## src/rtl/sih_pkg.sv

```systemverilog
// sih_pkg: state encodings, header field map and sizing helpers shared by the stream query dispatcher.
package sih_pkg;
  typedef enum logic [3:0] {
    S_HDR  = 4'b0001,
    S_INFO = 4'b0010,
    S_ASM  = 4'b0100,
    S_BLK  = 4'b1000
  } state_e;
  localparam int REF_LEN_LSB  = 0;
  localparam int REF_LEN_W    = 26;
  localparam int REF_ADDR_LSB = 32;
  localparam int REF_ADDR_W   = 26;
  localparam int NQB_LSB      = 64;
  localparam int NQB_W        = 16;
  localparam int QID_LSB      = 80;
  localparam int QID_W        = 16;
  localparam int THR_LSB      = 96;
  localparam int THR_W        = 32;
  function automatic int clog2(input int v);
    int r;
    r = 0;
    while ((1 << r) < v) r++;
    return r;
  endfunction
  function automatic int ceil_div(input int a, input int b);
    return (a + b - 1) / b;
  endfunction
endpackage

```

## src/rtl/query_block_assembler.sv

```systemverilog
// query_block_assembler: gathers BEATS stream beats into one 2*NUM_PES-bit block, beat 0 in the LSBs.
module query_block_assembler import sih_pkg::*; #(
  parameter int STREAM_W = 128,
  parameter int NUM_PES  = 64
) (
  input  logic                  clk,
  input  logic                  rst,
  input  logic                  clr_i,
  input  logic                  beat_i,
  input  logic [STREAM_W-1:0]   data_i,
  output logic [2*NUM_PES-1:0]  block_o,
  output logic                  done_o
);
  localparam int BW    = 2 * NUM_PES;
  localparam int BEATS = ceil_div(BW, STREAM_W);
  localparam int CW    = BEATS > 1 ? clog2(BEATS) : 1;
  logic [CW-1:0] cnt_q, cnt_d;
  logic          last;
  assign last   = cnt_q == CW'(BEATS - 1);
  assign done_o = beat_i & last;
  assign cnt_d  = clr_i || done_o ? '0 : beat_i ? cnt_q + 1'b1 : cnt_q;
  always_ff @(posedge clk) cnt_q <= rst ? '0 : cnt_d;
  // the last slice may be narrower than a beat; its excess beat bits are dropped
  for (genvar k = 0; k < BEATS; k++) begin : g_beat
    localparam int LSB = k * STREAM_W;
    localparam int W   = BW - LSB < STREAM_W ? BW - LSB : STREAM_W;
    logic [W-1:0] slice_q;
    always_ff @(posedge clk)
      if (rst) slice_q <= '0;
      else if (beat_i && cnt_q == CW'(k)) slice_q <= data_i[W-1:0];
    assign block_o[LSB +: W] = slice_q;
  end
endmodule

```

## src/rtl/stream_query_dispatcher.sv

```systemverilog
// stream_query_dispatcher: parses query headers and sequence blocks from one stream and routes each query to engine query_id % NUM_ENGINES.
// Define SIH_STATS_EN to build the stat_queries/stat_blocks counters; otherwise both read 0.
module stream_query_dispatcher import sih_pkg::*; #(
  parameter int STREAM_W    = 128,
  parameter int NUM_PES     = 64,
  parameter int NUM_ENGINES = 4
) (
  input  logic                    clk,
  input  logic                    rst,
  input  logic                    si_valid,
  input  logic [STREAM_W-1:0]     si_data,
  output logic                    si_rdy,
  output logic [REF_LEN_W-1:0]    ref_length_out,
  output logic [REF_ADDR_W-1:0]   ref_addr_out,
  output logic [NQB_W-1:0]        num_query_blocks_out,
  output logic [QID_W-1:0]        query_id_out,
  output logic [THR_W-1:0]        cell_score_threshold_out,
  output logic [NUM_ENGINES-1:0]  query_info_valid_out,
  input  logic [NUM_ENGINES-1:0]  query_info_rdy_in,
  output logic [2*NUM_PES-1:0]    query_seq_block_out,
  output logic [NUM_ENGINES-1:0]  query_seq_block_valid_out,
  input  logic [NUM_ENGINES-1:0]  query_seq_block_rdy_in,
  output logic                    busy,
  output logic [31:0]             stat_queries,
  output logic [31:0]             stat_blocks
);
  localparam int ENG_W = clog2(NUM_ENGINES);
  state_e                 state_q, state_d;
  logic [REF_LEN_W-1:0]   ref_len_q;
  logic [REF_ADDR_W-1:0]  ref_addr_q;
  logic [NQB_W-1:0]       nqb_q;
  logic [QID_W-1:0]       qid_q;
  logic [THR_W-1:0]       thr_q;
  logic [ENG_W-1:0]       dst_q;
  logic [15:0]            blk_cnt_q, blk_cnt_d;
  logic                   hdr_acc, beat_acc, info_hs, blk_hs, last_blk, asm_done;
  assign si_rdy   = ~rst & (state_q == S_HDR || state_q == S_ASM);
  assign hdr_acc  = si_valid & si_rdy & (state_q == S_HDR);
  assign beat_acc = si_valid & si_rdy & (state_q == S_ASM);
  assign info_hs  = state_q == S_INFO && query_info_rdy_in[dst_q];
  assign blk_hs   = state_q == S_BLK && query_seq_block_rdy_in[dst_q];
  assign last_blk = blk_cnt_q == nqb_q - 16'd1;
  always_ff @(posedge clk) state_q <= rst ? S_HDR : state_d;
  always_comb begin
    state_d = state_q;
    unique case (state_q)
      S_HDR:   state_d = hdr_acc ? S_INFO : S_HDR;
      S_INFO:  state_d = !info_hs ? S_INFO : nqb_q == '0 ? S_HDR : S_ASM;
      S_ASM:   state_d = asm_done ? S_BLK : S_ASM;
      S_BLK:   state_d = !blk_hs ? S_BLK : last_blk ? S_HDR : S_ASM;
      default: state_d = S_HDR;
    endcase
  end
  always_comb begin
    busy                      = state_q != S_HDR;
    query_info_valid_out      = state_q == S_INFO ? NUM_ENGINES'(1) << dst_q : '0;
    query_seq_block_valid_out = state_q == S_BLK ? NUM_ENGINES'(1) << dst_q : '0;
  end
  always_ff @(posedge clk)
    if (rst) begin
      ref_len_q  <= '0;
      ref_addr_q <= '0;
      nqb_q      <= '0;
      qid_q      <= '0;
      thr_q      <= '0;
      dst_q      <= '0;
    end else if (hdr_acc) begin
      ref_len_q  <= si_data[REF_LEN_LSB +: REF_LEN_W];
      ref_addr_q <= si_data[REF_ADDR_LSB +: REF_ADDR_W];
      nqb_q      <= si_data[NQB_LSB +: NQB_W];
      qid_q      <= si_data[QID_LSB +: QID_W];
      thr_q      <= si_data[THR_LSB +: THR_W];
      dst_q      <= si_data[QID_LSB +: ENG_W];
    end
  assign ref_length_out           = ref_len_q;
  assign ref_addr_out             = ref_addr_q;
  assign num_query_blocks_out     = nqb_q;
  assign query_id_out             = qid_q;
  assign cell_score_threshold_out = thr_q;
  assign blk_cnt_d = info_hs ? '0 : blk_hs ? blk_cnt_q + 16'd1 : blk_cnt_q;
  always_ff @(posedge clk) blk_cnt_q <= rst ? '0 : blk_cnt_d;
  query_block_assembler #(.STREAM_W(STREAM_W), .NUM_PES(NUM_PES)) u_asm (
    .clk     (clk),
    .rst     (rst),
    .clr_i   (info_hs),
    .beat_i  (beat_acc),
    .data_i  (si_data),
    .block_o (query_seq_block_out),
    .done_o  (asm_done)
  );
`ifdef SIH_STATS_EN
  logic [31:0] stat_queries_q, stat_blocks_q;
  logic        query_done;
  assign query_done = (info_hs && nqb_q == '0) || (blk_hs && last_blk);
  always_ff @(posedge clk)
    if (rst) begin
      stat_queries_q <= '0;
      stat_blocks_q  <= '0;
    end else begin
      if (query_done) stat_queries_q <= stat_queries_q + 32'd1;
      if (blk_hs) stat_blocks_q <= stat_blocks_q + 32'd1;
    end
  assign stat_queries = stat_queries_q;
  assign stat_blocks  = stat_blocks_q;
`else
  assign stat_queries = '0;
  assign stat_blocks  = '0;
`endif
endmodule

```

## config.mk

```make
export PLATFORM = sky130hd
export DESIGN_NAME = stream_query_dispatcher
export DESIGN_NICKNAME = d
export VERILOG_FILES = /design/src/rtl/sih_pkg.sv /design/src/rtl/query_block_assembler.sv /design/src/rtl/stream_query_dispatcher.sv
export SDC_FILE = /design/constraint.sdc
export NUM_CORES = 1
export LEC_CHECK = 0
export BUFFER_PORTS_ARGS = -buffer_cell sky130_fd_sc_hd__buf_2
export CAP_MARGIN = 20
export CORE_AREA = 2 2 178 180
export CTS_CLUSTER_DIAMETER = 100
export DETAILED_ROUTE_END_ITERATION = 8
export DIE_AREA = 0 0 180 182
export GPL_ROUTABILITY_DRIVEN = 0
export HOLD_SLACK_MARGIN = 0.05
export PLACE_DENSITY = 0.77
export SYNTH_ARGS = -nofsm -noshare
export SYNTH_HDL_FRONTEND = slang
export SYNTH_HIERARCHICAL = 1
export SYNTH_SLANG_ARGS = --single-unit
```

## constraint.sdc

```tcl
create_clock -name clk -period 3.55 [get_ports clk]
set_input_delay 0.1775 -clock clk [delete_from_list [all_inputs] [get_ports clk]]
set_output_delay 0.1775 -clock clk [all_outputs]
set_load 0.05 [all_outputs]
```

==> summary.md, run 1 <==
| Metric | Value |
|---|---|
| Status | `finished, final reports clean` |
| Cell Pwr Density | `458 mW/mm^2` |
| Mapped Avg Cell Area | `8.72 um^2` |
| FF-to-FF path depth | `8` |
| CTS tree | `built` |
| #FFs+latches synth | `approximately 270` |
| Htree depth | `1` |
| Max clock buf depth | `3` |
| Synth Area in Compound Gates | `12.4%` |
| CP Class | `reg2reg` |
| Worst EP arrival | `3.17 ns` |
| Hold Vio Cnt, Final | `0` |
| Peak VDD IR | `0.305 mV` |
| Synth Area in Adders | `0.210%` |
| Share of the cycle needed by the critical path after routing | `77.4%` |
| DR iter-0 viols | `approximately 700` |
| CP startpoint kind | `flop` |
| Overall routing resource usage | `21.4%` |
| Num rows | `65` |
| YS warnings | `6` |
| Hold Path Class | `in2reg` |
| Worst Path Required | `3.97 ns` |
| Clock sink count | `roughly 270` |
| Die area | `0.0328 mm^2` |
| Max-slew headroom | `31.2%` |
| Final nets | `1957` |
| Critical path's largest stage delay | `0.63 ns` |
| RSZ-0062 raised after global routing | `no` |
| Worst path most repeated cell | `or4b_1` |
| Max Cap Viol | `0` |
| HPWL Detailed | `22800 um` |
| Total Neg Setup Slack | `0 ns` |
| Cells after Synth | `1365` |
| Chip width | `between 150 and 200 um` |
| CP max FO | `9` |
| Number of global-route vias before repair | `11.4k` |
| Register area share after synthesis | `44.6%` |
| Main synth FF type | `dfxtp_1` |
| Worst setup path startpoint | `num_query_blocks_out[0]` |
| Root Driver | `clkbuf_16` |
| Minimum clock period after layout | `2.75 ns` |
| First-pass GRT wire length | `58500 um` |
| Mux cell area share after synthesis | `less than 1%` |
| Io pins | `roughly 460` |
| WHS | `0.254 ns` |
| EDFF count, synth | `0` |
| Clock skew | `0.00717 ns` |
| # port buffers | `roughly 390` |
| Post-route ant nets | `0` |
| Fmax | `roughly 360 MHz` |
| Largest net degree at the start of global routing | `208` |
| Simple-gate portion of the synthesized area | `31.4%` |
| Top post-synthesis cells by area | `dfxtp_1 (45%), nand4bb_1 (12%), nand2_1 (7.8%), nand2b_1 (7.0%), a21oi_1 (5.3%)` |
| Drt first pass iters | `7` |
| Worst-Skew Late Latency | `between 0.5 and 0.6 ns` |
| Reg-to-reg setup timing slack | `0.80 ns` |
| Worst r2r src | `num_query_blocks_out[0]` |
| Yosys cell types | `55` |
| CP endpoint | `state_q[2]` |
| Routed len/inst | `16.9 um` |
| Starting density of the core | `38.4%` |
| CP max stage cell | `or4b_1` |
| Share of layout cells above drive strength 1 | `around a quarter` |
| Slew @ Worst Pin | `1.03 ns` |
| Fin. max-slew vios | `0` |
| Via Count | `about 12k` |
| Synthesized area | `0.0119 mm^2` |
| Final Cell Area | `between 0.015 and 0.02 mm^2` |
| Crit. End Element | `flop` |
| Gr ovfl total | `0` |
| Async set-reset flop share out of synthesis | `0%` |
| DIE HEIGHT | `182 um` |
| Synth area leader | `dfxtp_1` |
| Yosys top cell area share | `~45%` |
| Reg clk slew, reported paths | `0.06 ns` |
| DRC errors left | `0` |
| CP Cell Sequence | `inv_1, ha_1, or4b_1, nor4_4, xnor2_1, or4b_1, nor4_2, o21ai_0` |
| Post-synthesis xor/xnor area fraction | `2.43%` |
| Final WL | `37800 um` |
| Main combinational cell family by area after synthesis | `simple AND/OR/NAND/NOR gates` |
| Vias/cell | `approximately 5.2` |
| CTS Buf Count | `29` |
| DP Area | `roughly 0.014 mm^2` |
| Initial antenna violation count | `1` |
| Reg-to-Reg End | `state_q[2]` |
| P_leak | `6.77 nW` |
| Core area | `0.0310 mm^2` |
| Area delta synth->final | `35.9%` |
| Setup violations, final | `0` |
[stage by stage]
| stage | util, % | power (mW) | std cells | worst slack (ns) |
|---|---|---|---|---|
| 2_1_floorplan | - | 3.92 | 1428 | 0.725 |
| 5_1_grt | 52.2 | 7.64 | 2241 | 0.660 |
| 6_report | 52.2 | 7.40 | 2241 | 0.803 |
| 4_1_cts | 52.2 | 7.46 | 2240 | 0.823 |
| 3_3_place_gp | 44.5 | 4.11 | 2051 | 0.877 |
| 3_5_place_dp | 44.5 | 4.12 | 2051 | 0.832 |
[cell usage in the layout (no fill, tap or decap), drive strengths merged, types with 3 or more instances in the layout]
master / n
buf: 401
dfxtp: 265
nand2: 246
dlygate4sd3: 136
o21ai: 135
nand2b: 134
nand4bb: 129
a21oi: 125
conb: 64
clkbuf: 41
nor2: 28
xnor2: 21
xor2: 12
or3: 9
nand3: 8
inv: 7
nor3: 7
clkinv: 6
nor4: 6
nor2b: 5
nand4: 4
bufinv: 4
or4b: 4
o31ai: 3
o22ai: 3
and3: 3
o211ai: 3
clkinvlp: 3
or4: 3
[metal layers]
metal  part of all wire (%)  GRT usage, %  vias to the layer above
met5                      0             0                        -
met4                    5.0          11.8                        0
met3                    7.9          4.95                      143
met2                     48          36.1                      582
met1                     39          25.1                     5440
li1                       -             -                     5450
[worst max-delay path, delay by kind of cell, from the launching register on]
family | cells | cell delay, ns
simple gates | 4 | 1.65
flops | 1 | 0.39
fa+ha+maj | 1 | 0.29
compound gates | 1 | 0.11
buf+inv | 1 | 0.09
xor+xnor | 1 | 0.09
[registers in the layout, summed over array words and instances, names as in the netlist, 4 cells and up]
| name | flops |
|---|---|
| query_id_out | 16 |
| state_q | 4 |
| blk_cnt_q | 16 |
| cell_score_threshold_out | 32 |
| ref_length_out | 26 |
| u_asm/block_o | 128 |
| num_query_blocks_out | 16 |
| ref_addr_out | 26 |
[cells by family (layout without fill, tap and decap cells)]
logic type,Yosys count,after routing
AND/OR/NAND/NOR,596,596
AO/OA/AOI/OAI,278,278
flip-flops,265,265
buffers and inverters,188,598
XOR/XNOR,33,33
adder cells (fa/ha/maj),2,2
multiplexers,2,2
other,1,65
[where the power goes]
group	internal, mW	total, mW	switching, mW
clock network	1.97	3.21	1.24
logic	0.358	1.10	0.743
registers	3.04	3.09	0.0504
total	5.37	7.40	2.03
[cell usage after synthesis, types with 2 or more instances]
cell type and instances:
nor2_1 28, buf_2 28, o21ai_0 104, buf_4 65, o31ai_1 3, nand2b_1 134, nand3_1 8, inv_1 7
xor2_1 12, buf_6 2, ha_1 2, clkbuf_2 11, a21oi_1 125, o22ai_1 3, or2_2 2, or4_1 2
buf_1 6, or2b_1 2, and3_1 3, xnor2_1 21, nand4_1 4, o21ai_1 22, nor4_1 4, or3_1 9
a211oi_1 2, clkbuf_1 68, or4b_1 3, nor2b_1 4, nand2_1 246, o211ai_1 3, o21ai_2 9, nand4bb_1 129
nor3_1 7, dfxtp_1 265, mux4_2 2
[how the worst min path moves through the flow]
| stage | depth (start not counted) | from | end | slack (ns) |
|---|---|---|---|---|
| finish | 4 | query_seq_block_rdy_in[0] | state_q[3] | 0.25 |
| global route | 4 | query_seq_block_rdy_in[0] | state_q[3] | 0.24 |
| CTS | 4 | query_seq_block_rdy_in[0] | state_q[3] | 0.21 |
| detailed placement | 3 | si_data[72] | num_query_blocks_out[8] | 0.44 |
| global placement | 3 | si_data[57] | ref_addr_out[25] | 0.43 |
| floorplan | 2 | si_data[64] | num_query_blocks_out[0] | 0.31 |
[layout make-up]
cell class              instances  area, um^2
flip-flops and latches        265        5310
fillers                      2693       14800
clock inverters                13         176
diodes                          1        2.50
clock buffers                  40         858
inverters                       7        26.3
repair buffers                538        3470
well taps                     402         503
multi-input cells             975        5840
[timing repair]
item                       4_1_cts  5_1_grt
hold endpoints to repair       246        0
setup endpoints to repair        0        0
gates resized for setup          0        0
setup buffers                    0        0
hold buffers                   136        0
(Power assumes the default switching activity.)
==> run 2, diff against run 1 <==
==> constraint.sdc (replaced) <==
create_clock -name clk -period 2.6 [get_ports clk]
set_input_delay 0.13 -clock clk [delete_from_list [all_inputs] [get_ports clk]]
set_output_delay 0.13 -clock clk [all_outputs]
set_load 0.05 [all_outputs]
==> summary.md, run 2 (synthesized netlist as in run 1, its figures left out) <==
| Metric | Value |
|---|---|
| Status | `finished, final reports clean` |
| CP endpoint | `state_q[2]` |
| ANT cells | `0 (-1)` |
| Fin cells | `2260 (+0.85%)` |
| HPWL Detailed | `24200 um (+6.2%)` |
| Final WL | `39300 um (+3.9%)` |
| Net Sw Frac | `27.8% (+0.36 points)` |
| Clk pwr share | `42.2% (-1.1 points)` |
| Reg-to-Reg End | `state_q[2]` |
| Crit. End Element | `flop` |
| Pre-CTS setup slack | `0.113 ns (-0.719 ns)` |
| Max Cap Viol | `0 (unchanged)` |
| Cell Pwr Density | `611 mW/mm^2 (+33%)` |
| Max clock buf depth | `3 (unchanged)` |
| Minimum clock period after layout | `2.53 ns (-0.218 ns)` |
| Peak VDD IR | `0.568 mV (+86%)` |
| Num rows | `65 (unchanged)` |
| Core area | `0.0310 mm^2 (unchanged)` |
| Power Total | `10.0 mW (+35%)` |
| P_leak | `6.89 nW (+1.7%)` |
| Commonest non-fill, non-tap cells in the layout | `buf_2 (391), dfxtp_1 (262), nand2_1 (246), dlygate4sd3_1 (141), nand2b_1 (134)` |
| Chip width | `180 um (unchanged)` |
| FF-to-FF path depth | `8 (unchanged)` |
| WHS | `0.150 ns (-0.104 ns)` |
| Worst r2r src | `num_query_blocks_out[0]` |
| Post-Place Cells | `2064 (+0.63%)` |
| DIE HEIGHT | `182 um (unchanged)` |
| RSZ-0062 raised after global routing | `no` |
| Vias/cell | `5.20 (+0.37%)` |
| DR iter-0 viols | `791 (+11%)` |
| Flop pwr share | `42.2% (+0.4 points)` |
| Io pins | `457 (unchanged)` |
| CP max FO | `6 (-3)` |
| Htree depth | `1 (unchanged)` |
| Initial antenna violation count | `0 (-1)` |
| Number of global-route vias before repair | `11.3k (-0.84%)` |
| Slew @ Worst Pin | `0.935 ns (-0.0969 ns)` |
| Starting density of the core | `38.4% (unchanged)` |
| Reg clk slew, reported paths | `0.06 ns (about the same)` |
| Worst setup path startpoint | `num_query_blocks_out[0]` |
| Drt first pass iters | `5 (-2)` |
| NetSw | `2.78 mW (+37%)` |
| First-pass GRT wire length | `60500 um (+3.5%)` |
| CP startpoint kind | `flop` |
| Die area | `0.0328 mm^2 (unchanged)` |
| Worst EP arrival | `2.94 ns (-0.23 ns)` |
| Max reg flops | `128 (unchanged)` |
| Root Driver | `clkbuf_16` |
| DRC errors left | `0 (unchanged)` |
| Worst Path Required | `3.02 ns (-0.95 ns)` |
| CTS Buf Count | `28 (-3.4%)` |
| Final nets | `1978 (+1.1%)` |
| Clock sink count | `265 (unchanged)` |
| Reg-to-reg setup timing slack | `0.07 ns (-0.73 ns)` |
| Max-slew headroom | `37.7% (+6.5 points)` |
| FILL cells | `2708 (+0.56%)` |
| Routed len/inst | `17.4 um (+3.0%)` |
| Via Count | `11.8k (+1.2%)` |
| CP Class | `reg2reg` |
| P_int | `7.22 mW (+34%)` |
| Setup violations, final | `0 (unchanged)` |
| Worst-Skew Late Latency | `0.55 ns (about the same)` |
| Largest net degree at the start of global routing | `239 (+15%)` |
| Fin. max-slew vios | `0 (unchanged)` |
| Share of the cycle needed by the critical path after routing | `97.2% (+20 points)` |
| Setup slack after layout | `0.0717 ns (-0.732 ns)` |
| Gr ovfl total | `0 (unchanged)` |
| Share of layout cells above drive strength 1 | `26.5% (+0.75 points)` |
| Hold Vio Cnt, Final | `0 (unchanged)` |
| Commonest non-fill, non-tap cell in the layout | `buf_2` |
| Logic pwr share | `15.7% (+0.8 points)` |
| Area delta synth->final | `37.5%` |
| CTS tree | `built` |
| # port buffers | `392 (unchanged)` |
| Hold Path Class | `in2reg` |
| Overall routing resource usage | `22.3% (+0.87 points)` |
| Clock skew | `0.0158 ns (+0.00868 ns)` |
| Fmax | `396 MHz (+8.6%)` |
| Post-route ant nets | `0 (unchanged)` |
| Total Neg Setup Slack | `0 ns (unchanged)` |
## run 2: changes by cell type in the layout (fill, tap and decap cells not counted), moves of 2 or more
cell / previous run / this run
buf_4: 5 / 17
dlygate4sd3_1: 136 / 141
buf_12: 5 / 9
clkinv_2: 5 / 8
clkinvlp_4: 3 / 1
dfxtp_1: 264 / 262
## run 2: repair_timing
item	4_1_cts	5_1_grt
setup buffers	0	3
hold buffers	141	0
gates resized for setup	0	1
hold endpoints to repair	246	0
endpoints found under the setup margin	0	10
## run 2: power by group through the flow
stage | clock [mW] | sequential (mW) | combinational (mW)
after global placement | 0 | 4.30 | 1.34
final | 4.22 | 4.22 | 1.57
after detailed placement | 0 | 4.30 | 1.36
after floorplan | 0 | 4.62 | 0.734
after global routing | 4.46 | 4.22 | 1.65
after CTS | 4.29 | 4.21 | 1.53
## run 2: layout make-up
type	count	area, um^2	area share [%]
timing repair buffer	559	3690	22.5
clock inverter	12	138	0.841
tap	402	503	3.07
clock buffer	39	845	5.16
inverter	7	26.3	0.160
multi-input combinational	976	5860	35.8
sequential	265	5310	32.5
## run 2: worst max-delay path, cell delays in order, from the launching register on
cell and delay (ns):
dfxtp_4 0.34, inv_1 0.09, ha_4 0.14, or4b_1 0.61, nor4_4 0.28, xnor2_1 0.08, or4b_1 0.48, nor4_2 0.24
o21ai_0 0.14
## run 2: per-layer routing
metal	global-route usage, %	routed length, um
met5	0	0
met4	11.3	1930
met3	4.83	3010
met2	37.1	19000
met1	27.1	15300
## run 2: how the worst min path moves through the flow
stage                                    start                      end  slack [ns]  cells past startpoint
after CTS                 query_info_rdy_in[0]               state_q[1]        0.12                      4
final                     query_info_rdy_in[0]               state_q[1]        0.15                      4
after floorplan                    si_data[64]  num_query_blocks_out[0]        0.26                      2
after global routing      query_info_rdy_in[3]               state_q[1]        0.14                      4
after global placement             si_data[50]         ref_addr_out[18]        0.38                      3
after detailed placement           si_data[90]         query_id_out[10]        0.39                      3
## run 2: through the flow
step                util, %  area, um^2
floorplan                 -       12200
global placement       45.0       13900
detailed placement     45.0       13900
CTS                    52.7       16300
global route           52.8       16400
finish                 52.8       16400
==> run 3, diff against run 2 <==
--- a/config.mk
+++ b/config.mk
@@ -5,12 +5,13 @@
 export SDC_FILE = /design/constraint.sdc
 export NUM_CORES = 1
 export LEC_CHECK = 0
+export ABC_AREA = 1
 export BUFFER_PORTS_ARGS = -buffer_cell sky130_fd_sc_hd__buf_2
 export CAP_MARGIN = 20
-export CORE_AREA = 2 2 178 180
+export CORE_AREA = 2 2 177 179
 export CTS_CLUSTER_DIAMETER = 100
 export DETAILED_ROUTE_END_ITERATION = 8
-export DIE_AREA = 0 0 180 182
+export DIE_AREA = 0 0 179 181
 export GPL_ROUTABILITY_DRIVEN = 0
 export HOLD_SLACK_MARGIN = 0.05
 export PLACE_DENSITY = 0.77
==> summary.md, run 3 <==
| Metric | Value |
|---|---|
| Hold_sp | `query_seq_block_rdy_in[2]` |
| Die area | `0.0324 mm^2 (-1.1%)` |
| Synth Area in Compound Gates | `11.4% (-1.0 points)` |
| #FFs+latches synth | `265 (unchanged)` |
| Largest net degree at the start of global routing | `118 (-51%)` |
| Hold Path Class | `in2reg` |
| Max reg flops | `128 (unchanged)` |
| Commonest non-fill, non-tap cell in the layout | `buf_2` |
| Setup violations, final | `0 (unchanged)` |
| CTS tree | `built` |
| Minimum clock period after layout | `2.34 ns (-0.193 ns)` |
| Chip width | `179 um (-0.56%)` |
| Setup bufs post-CTS | `0 (unchanged)` |
| Hold buffer count at CTS | `131 (-7.1%)` |
| CP startpoint kind | `flop` |
| Clock skew | `0.00931 ns (-0.00654 ns)` |
| Area delta synth->final | `36.6%` |
| Core area | `0.0303 mm^2 (-2.1%)` |
| HPWL Detailed | `24600 um (+1.6%)` |
| Max Cap Viol | `0 (unchanged)` |
| Main combinational cell family by area after synthesis | `simple AND/OR/NAND/NOR gates` |
| Number of global-route vias before repair | `11.9k (+4.9%)` |
| Share of the cycle needed by the critical path after routing | `89.8% (-7.4 points)` |
| Reg clk slew, reported paths | `0.06 ns (about the same)` |
| Worst-Skew Late Latency | `0.54 ns (about the same)` |
| DP Area | `0.0138 mm^2 (-0.78%)` |
| Setup slack after layout | `0.265 ns (+0.193 ns)` |
| Fmax | `428 MHz (+8.3%)` |
| Num rows | `64 (-1.5%)` |
| Max clock buf depth | `3 (unchanged)` |
| DRC errors left | `0 (unchanged)` |
| Final Cell Area | `0.0162 mm^2 (-1.4%)` |
| Final core occ | `53.2% (+0.38 points)` |
| Slew @ Worst Pin | `0.603 ns (-0.332 ns)` |
| FF-to-FF path depth | `10 (+2)` |
| Pre-CTS setup slack | `0.321 ns (+0.208 ns)` |
| CP max FO | `79 (+73)` |
| WHS | `0.0632 ns (-0.0870 ns)` |
| Share of layout cells above drive strength 1 | `22.1% (-4.4 points)` |
| Register area share after synthesis | `44.9% (+0.30 points)` |
| Mux cell area share after synthesis | `0% (-0.38 points)` |
| First-pass GRT wire length | `60700 um (+0.32%)` |
| DIE HEIGHT | `181 um (-0.55%)` |
| Hold Vio Cnt, Final | `0 (unchanged)` |
| Total Neg Setup Slack | `0 ns (unchanged)` |
| Final nets | `2323 (+17%)` |
| Top post-synthesis cells by area | `dfxtp_1 (45%), nor2_1 (9.6%), inv_1 (8.8%), nand2_1 (7.0%), nand3_1 (6.3%)` |
| Worst EP arrival | `2.82 ns (-0.12 ns)` |
| Synth cell count leaders | `nor2_1 (304), inv_1 (278), dfxtp_1 (265)` |
| Yosys cell types | `35 (-36%)` |
| CP Class | `reg2reg` |
| Io pins | `457 (unchanged)` |
| Cell Pwr Density | `652 mW/mm^2 (+6.8%)` |
| Initial antenna violation count | `0 (unchanged)` |
| Synth Area in Adders | `0.212% (+0.0014 points)` |
| Synthesized area | `0.0118 mm^2 (-0.67%)` |
| CTS Buf Count | `29 (+3.6%)` |
| DR iter-0 viols | `937 (+18%)` |
| Htree depth | `1 (unchanged)` |
| Starting density of the core | `39.0% (+0.54 points)` |
| Main synth FF type | `dfxtp_1` |
| Mapped Avg Cell Area | `6.92 um^2 (-21%)` |
| EDFF count, synth | `0 (unchanged)` |
| Post-synthesis xor/xnor area fraction | `1.33% (-1.1 points)` |
| Top-count cell post-synth | `nor2_1` |
| Drt first pass iters | `5 (unchanged)` |
| Synth area leader | `dfxtp_1` |
| Async set-reset flop share out of synthesis | `0% (unchanged)` |
| Final WL | `39400 um (+0.22%)` |
| Post-route ant nets | `0 (unchanged)` |
| Peak VDD IR | `0.507 mV (-11%)` |
| RSZ-0062 raised after global routing | `no` |
| Worst r2r src | `state_q[3]` |
| Clock sink count | `265 (unchanged)` |
| FILL cells | `2703 (-0.18%)` |
| Worst Path Required | `3.08 ns (+0.06 ns)` |
| Worst setup path startpoint | `state_q[3]` |
| Simple-gate portion of the synthesized area | `25.3% (-6.1 points)` |
| Status | `finished, final reports clean` |
| Commonest non-fill, non-tap cells in the layout | `buf_2 (392), nor2_1 (304), inv_1 (276), dfxtp_1 (265), nand2_1 (221)` |
| Fin. max-slew vios | `0 (unchanged)` |
| Vias/cell | `4.85 (-6.8%)` |
| Overall routing resource usage | `23.0% (+0.71 points)` |
| Root Driver | `clkbuf_16` |
| Routed len/inst | `15.1 um (-13%)` |
| Yosys top cell area share | `44.9% (+0.30 points)` |
| Cells after Synth | `1710 (+25%)` |
| Worst hold path depth | `4 (unchanged)` |
| YS warnings | `6 (unchanged)` |
| Post-CTS resize count | `0 (unchanged)` |
| Crit. End Element | `flop` |
| Via Count | `12.6k (+7.2%)` |
| Max-slew headroom | `59.8% (+22 points)` |
| Gr ovfl total | `0 (unchanged)` |
| P_leak | `8.08 nW (+17%)` |
| # port buffers | `392 (unchanged)` |
run 3: critical path, stage by stage, from the launching register on:
cell and delay [ns]:
dfxtp_1 0.33, inv_1 0.11, nand2_1 0.11, nor3_2 0.26
nor2_1 0.15, nor4_2 0.41, inv_2 0.11, nor2_4 0.16
buf_12 0.31, nor2_1 0.12, nor2_1 0.12
run 3: report_power, final:
part	internal (mW)	switching, mW
clock network	2.58	1.72
logic	0.539	1.39
registers	4.21	0.0989
total	7.33	3.20
run 3: logic make-up (layout without fill, tap and decap cells):
logic type	after synthesis	count (layout)
AO/OA/AOI/OAI	266	266
AND/OR/NAND/NOR	712	712
flip-flops	265	265
other	1	65
adder cells (fa/ha/maj)	2	2
buffers and inverters	446	877
XOR/XNOR	18	18
run 3: final timing paths:
check / end / slack [ns]
worst max-delay path: u_asm/block_o[10] / 0.26
worst min-delay path: state_q[3] / 0.06
worst max register to register: u_asm/block_o[10] / 0.26
worst min register to register: cell_score_threshold_out[31] / 0.44
run 3: layout make-up:
cell class | instances | area (um^2) | area share (%)
well taps | 396 | 495 | 3.07
diodes | 1 | 2.50 | 0.0155
inverters | 287 | 1080 | 6.71
repair buffers | 537 | 3490 | 21.6
clock buffers | 36 | 802 | 4.97
multi-input cells | 1062 | 4770 | 29.6
flip-flops and latches | 265 | 5310 | 32.8
clock inverters | 17 | 199 | 1.23
run 3: per-layer routing:
| metal | track usage (%) | part of all wire (%) | vias to the layer above |
|---|---|---|---|
| met3 | 5.49 | 9.0 | 146 |
| li1 | - | - | 6070 |
| met5 | 0 | 0 | - |
| met1 | 26.2 | 37 | 5721 |
| met4 | 11.3 | 5.0 | 0 |
| met2 | 39.8 | 49 | 669 |
run 3: stage by stage:
stage | power [mW] | instances
3_5_place_dp | 6.10 | 2416
6_report | 10.5 | 2601
4_1_cts | 10.6 | 2600
3_3_place_gp | 6.07 | 2416
5_1_grt | 10.9 | 2600
2_1_floorplan | 5.74 | 1773
